[src/rtl/hs_fifo.sv]
// Multi-entry valid/ready buffer with occupancy flags; optional first-word fall-through via HS_FIFO_FALLTHRU_EN.
// Latency: 1 cycle through an empty buffer, or 0 cycles with HS_FIFO_FALLTHRU_EN defined.
// Backpressure: ready_o drops only when full and ready_i is low, or during flush; ready_i feeds ready_o combinationally.
module hs_fifo #(
    parameter int DATA_W   = 32,
    parameter int DEPTH    = 4,
    parameter int AFULL_TH = DEPTH - 1
) (
    input  logic                       clk,
    input  logic                       rst,
    input  logic                       flush_i,
    input  logic                       valid_i,
    output logic                       ready_o,
    input  logic [DATA_W-1:0]          data_i,
    output logic                       valid_o,
    input  logic                       ready_i,
    output logic [DATA_W-1:0]          data_o,
    output logic [$clog2(DEPTH+1)-1:0] count_o,
    output logic                       full_o,
    output logic                       empty_o,
    output logic                       almost_full_o
);
    localparam int PTR_W = $clog2(DEPTH);
    localparam int CNT_W = $clog2(DEPTH + 1);

    logic [DATA_W-1:0] mem [DEPTH];
    logic [PTR_W-1:0]  wr_ptr;
    logic [PTR_W-1:0]  rd_ptr;
    logic [CNT_W-1:0]  count;
    logic              w_en;
    logic              r_en;

    // Status flags come from registered count only, never from the handshake inputs.
    assign count_o       = count;
    assign full_o        = (count == CNT_W'(DEPTH));
    assign empty_o       = (count == '0);
    assign almost_full_o = (count >= CNT_W'(AFULL_TH));

    // A full buffer still accepts a word when the head is leaving in the same cycle.
    assign ready_o = !flush_i && (!full_o || ready_i);

`ifdef HS_FIFO_FALLTHRU_EN
    logic bypass;

    // An empty buffer hands the incoming word straight through; it is stored only if not taken.
    assign bypass  = empty_o && !flush_i && valid_i && ready_i;
    assign valid_o = !flush_i && (!empty_o || valid_i);
    assign data_o  = empty_o ? data_i : mem[rd_ptr];
    assign w_en    = valid_i && ready_o && !flush_i && !bypass;
    assign r_en    = !empty_o && ready_i && !flush_i;
`else
    assign valid_o = !flush_i && !empty_o;
    assign data_o  = mem[rd_ptr];
    assign w_en    = valid_i && ready_o && !flush_i;
    assign r_en    = valid_o && ready_i && !flush_i;
`endif

    always_ff @(posedge clk) begin
        if (w_en) begin
            mem[wr_ptr] <= data_i;
        end
    end

    // Pointers wrap naturally because DEPTH is a power of two.
    always_ff @(posedge clk or posedge rst) begin
        if (rst) begin
            wr_ptr <= '0;
            rd_ptr <= '0;
            count  <= '0;
        end else if (flush_i) begin
            wr_ptr <= '0;
            rd_ptr <= '0;
            count  <= '0;
        end else begin
            if (w_en) begin
                wr_ptr <= wr_ptr + PTR_W'(1);
            end
            if (r_en) begin
                rd_ptr <= rd_ptr + PTR_W'(1);
            end
            case ({w_en, r_en})
                2'b10:   count <= count + CNT_W'(1);
                2'b01:   count <= count - CNT_W'(1);
                default: count <= count;
            endcase
        end
    end

endmodule
[config.mk]
export PLATFORM = sky130hd
export DESIGN_NAME = hs_fifo
export DESIGN_NICKNAME = d
export VERILOG_FILES = /design/src/rtl/hs_fifo.sv
export SDC_FILE = /design/constraint.sdc
export NUM_CORES = 1
export LEC_CHECK = 0
export CORE_MARGIN = 3
export CORE_UTILIZATION = 50
export DETAILED_ROUTE_END_ITERATION = 7
export GPL_TIMING_DRIVEN = 0
export HOLD_SLACK_MARGIN = 0.1
export PLACE_DENSITY = 0.75
export REMOVE_ABC_BUFFERS = 1
export SYNTH_ARGS = -nofsm -noshare
export SYNTH_HDL_FRONTEND = slang
export SYNTH_SLANG_ARGS = --single-unit
[constraint.sdc]
create_clock -name clk -period 4.1 [get_ports clk]
set_clock_uncertainty 0.05 [all_clocks]
set_input_delay 1.025 -clock clk [delete_from_list [all_inputs] [get_ports clk]]
set_output_delay 1.025 -clock clk [all_outputs]
set_load 0.01 [all_outputs]
### After elaboration in Yosys (flattened, before gate mapping)

Memory sizes are Yosys's and may differ from the RTL's.
Index checks and enable logic that the tools add are counted.

* register bits after elaboration: 7
* output and inout port bits: 40
* memories: 1
* bits of input ports: 37
* RAM bits: 128
* word-level logic and storage cells: 34

Memory list
* mem: words 4, bits a word 32, rd ports 1, clocked after memory_dff 0, write ports 1, line 26 `logic [DATA_W-1:0] mem [DEPTH];`

* order comparisons: 1
* $add $sub $neg: 4
* multiplexer cells: 8
* eq/ne operators: 3
* reduce and logical (&&, ||, !) cells: 14

Operators with widths (number)
* 2-bit two-way mux: 4
* 1-bit logical AND: 6
* 3-bit one-hot mux with 2 select lines: 1
* 2-bit by 1-bit adder with 2-bit output (second input constant): 2
* 2-bit nonzero test: 2
* 3-bit by 1-bit adder with 3-bit output (second input constant): 1
* 3-bit equality test (second input constant): 1
* 3-bit by 2-bit greater-or-equal comparator with 1-bit output (second input constant): 1
* 1-bit zero test: 3
* 3-bit zero test: 1
* 3-bit two-way mux: 1
* 3-bit nonzero test: 1
* 3-bit by 1-bit subtractor with 3-bit output (second input constant): 1
* 2-bit by 1-bit equality test with 1-bit output (second input constant): 1
* 2-bit equality test (second input constant): 1
* 1-bit two-way mux: 2
* 1-bit logical OR: 1

### Longest topological paths before layout

* word-level depth: 9
* depth in mapped cells: 7
* gate-level depth less buffers: 6

### Worst setup path before layout

OpenSTA, ideal clock, no wires.

* kind: input to register
* from: input port ready_i
* to: memory mem[0][0], enable pin
* arrival: 2.358 ns
* path buffers: 1
* required time: 3.658 ns
* library setup time: 0.392 ns
* slack: 1.300 ns
* cell stages on the path: 4
* cells stage by stage: buf_4 > nor4b_4 > nor3b_2 > and2_1

* cells in the longest elaborated chain, start to end: 6

RTL lines
* start, declared: line 16 `input logic ready_i,`
* 1-bit logical OR: line 40 `assign ready_o = !flush_i && (!full_o || ready_i);`
* 1-bit logical AND: line 40
* 1-bit logical AND (2 in a row): line 54 `assign w_en = valid_i && ready_o && !flush_i;`
* 1-bit two-way mux: line 59 `if (w_en) begin`
* 1-bit two-way mux (not written as such): line 60 `mem[wr_ptr] <= data_i;`
* end, declared: line 26

No other way between the ends.

### Final worst setup path

* from: input port ready_i
* to: output port ready_o

* cells in the longest elaborated chain, start to end: 2

RTL lines
* 1-bit logical OR: line 40
* 1-bit logical AND: line 40
* end, declared: line 13 `output logic ready_o,`

No other way between the ends.

==> flow_metrics.py <==
metrics = {
    "die": {
        "start_util_pct": 52.4,
        "dieArea_um2": 11700,
        "row_count": 36,
        "die_h_um": 108,
        "die_x_um": 108,
        "core_um2": 9950,
        "ios": 77,
    },
    "clock_tree": {
        "clk_path_buf_depth": 2,
        "clk_root_buffer_cell": "clkbuf_8",
        "numCtsBuffers": 17,
        "cts_tree": "done",
        "clk_latency_ns": 0.51,
        "cts_setup_buffers": 0,
        "ctsHoldBuffers": 0,
        "cts_sinks": 135,
        "clkTransAtPathRegs_ns": 0.06,
        "htree_levels": 4,
        "ctsResizeCount": 0,
    },
    "timing": {
        "hold_ws_ns": 0.531,
        "rsz0062_at_grt": "no",
        "timing.fmax_ghz": 0.278,
        "min_period_ns": 3.60,
        "slew_viol_final": 0,
        "relSlewSlack_pct": 39.6,
        "worst_slew_pin_slew_ns": 0.906,
        "hold_viol_final": 0,
        "setup_viol": 0,
        "finalCritPeriodShare_pct": 87.8,
        "setup_slack_ns": 0.501,
    },
    "global_routing": {
        "grt_use_total_pct": 16.9,
        "grt-ovfl-total": 0,
        "grt_pass1_wl_um": 14100,
        "antenna_found_initial": 0,
        "grt_max_degree": 34,
        "grt_pass1_vias": 2674,
    },
    "synth": {
        "synth.distinct_cells": 35,
        "yosys_warnings": 0,
        "syn-mean-instance-area_um2": 22.9,
        "synth-seq-cells": 135,
        "yosysTopAreaCell": "edfxtp_1",
        "synthTopCellsByCount": "edfxtp_1, mux4_2, nor2_1",
        "synthArstFlopShare_pct": 5.19,
        "netlist_area_um2": 5220,
        "synth_area_leaders": "edfxtp_1, mux4_2, dfrtp_1, buf_4, ha_1",
        "synth_most_common_cell": "edfxtp_1",
        "synthCells": 228,
        "ys.flop_type": "edfxtp_1",
        "synth_seq_area_share_pct": 77.1,
        "synth_top_area_share_pct": 73.7,
        "synth_edf_count": 128,
    },
    "cells_and_area": {
        "final_cells": 456,
        "num-fill-cells": 636,
        "nets": 352,
        "multi_input_area_um2": 1090,
        "diodes": 0,
        "synthToLayoutAreaGrowth_pct": 28.0,
        "finalInstanceArea_um2": 6670,
        "layout-drive-gt1-share_pct": 22.6,
        "seqCellArea_um2": 4020,
    },
    "routing": {
        "route.detailed.drc": 0,
        "met2_length_um": 4400,
        "routed_wl_um": 8880,
        "wl_met3_um": 534,
        "vias": 2481,
        "antenna_left": 0,
        "wl_per_cell_um": 19.5,
        "via_per_inst": 5.44,
        "top_layer": "met4",
        "dr.pass1.iters": 4,
        "wl_met1_um": 3790,
        "initialDrtViolationCount": 94,
    },
    "worst_setup_path": {
        "critPathArrivalTime_ns": 2.52,
        "start_kind": "primary input",
        "end_kind": "primary output",
        "path_class": "primary input to primary output",
        "path_max_fanout": 10,
        "cp_data_required_time_ns": 3.02,
    },
    "worst_hold_path": {
        "hold_class": "register to register",
    },
    "power_and_ir_drop": {
        "ir_worst_vdd_mv": 0.318,
        "p_leak_uw": 0.00216,
        "p_per_area_nw_per_um2": 558,
    },
    "flow_run": {
        "drv_cap": 0,
    },
    "placement": {
        "place_inst": 424,
        "pre_cts_ws_ns": 0.504,
        "postPlaceCellArea_um2": 6070,
        "dpl.hpwl_um": 5000,
        "port_buffers": 76,
        "gp_routability_congestion": 0.697,
    },
    "run_status": {
        "status": "completed",
    },
}
==> area by class of cell <==
type / count / share of cell area (%)
sequential: 135 / 60.3
multi-input combinational: 76 / 16.4
timing repair buffer: 77 / 11.7
clock buffer: 18 / 6.26
clock inverter: 14 / 2.74
tap: 133 / 2.49
inverter: 3 / 0.169
==> worst max-delay path: stages <==
cell,delay [ns]
clkdlybuf4s50_1,0.60
nor4b_4,0.33
nor2_1,0.07
clkdlybuf4s50_1,0.49
==> cell families (layout without fill, tap and decap cells) <==
kind of cell | Yosys count | count (layout) | share of synthesized area (%)
xor+xnor | 4 | 4 | 0.672
compound gates | 11 | 11 | 1.78
flops | 135 | 135 | 77.1
simple gates | 21 | 21 | 2.62
buf+inv | 17 | 112 | 2.09
mux | 35 | 35 | 14.4
fa+ha+maj | 5 | 5 | 1.34
==> layer usage <==
metal	track usage (%)	up-vias
met5	0	-
met4	6.22	0
met3	5.61	15
met2	26.8	79
met1	21.9	1276
li1	-	1111
==> metrics by stage <==
| step | total power [µW] | TNS (ns) | util, % |
|---|---|---|---|
| after floorplan | 1940 | 0 | - |
| after global placement | 2230 | -3.02 | 60.7 |
| after detailed placement | 2250 | 0 | 61.0 |
| after CTS | 3760 | 0 | 67.0 |
| after global routing | 3870 | 0 | 67.0 |
| final | 3720 | 0 | 67.0 |
==> worst paths after layout <==
| kind | slack, ns | to | start | cells past startpoint |
|---|---|---|---|---|
| max | 0.50 | ready_o | ready_i | 4 |
| min | 0.53 | wr_ptr[0] | wr_ptr[0] | 1 |
| max reg2reg | 1.59 | count_o[2] | count_o[0] | 6 |
| min reg2reg | 0.53 | wr_ptr[0] | wr_ptr[0] | 1 |
| max in group asynchronous | 3.07 | rd_ptr[1] | rst | 2 |
| min in group asynchronous | 0.69 | count_o[0] | rst | 2 |
==> layout by cell type, fill, tap and decap left out, types with 2 or more instances in the layout <==
cell	Yosys	routed
mux4_2	32	32
nor3_1	2	2
inv_1	3	3
ha_1	4	4
clkinvlp_4	0	5
clkbuf_16	0	16
clkinv_1	0	3
clkdlybuf4s50_1	0	76
xor2_1	3	3
dfrtp_1	7	5
nor2_1	8	8
edfxtp_1	128	128
dfrtp_2	0	2
and2_2	0	4
bufinv_16	0	4
==> sequential cells by signal, indices dropped and copies added, names as in the netlist <==
name,cells
rd_ptr,2
count_o,3
wr_ptr,2
mem,128
==> power by group <==
group | switching, µW | internal, µW | total (µW)
Combinational | 221 | 348 | 569
Sequential | 65.6 | 1580 | 1640
Clock | 535 | 979 | 1510
Power figures use the tool's default switching activity.
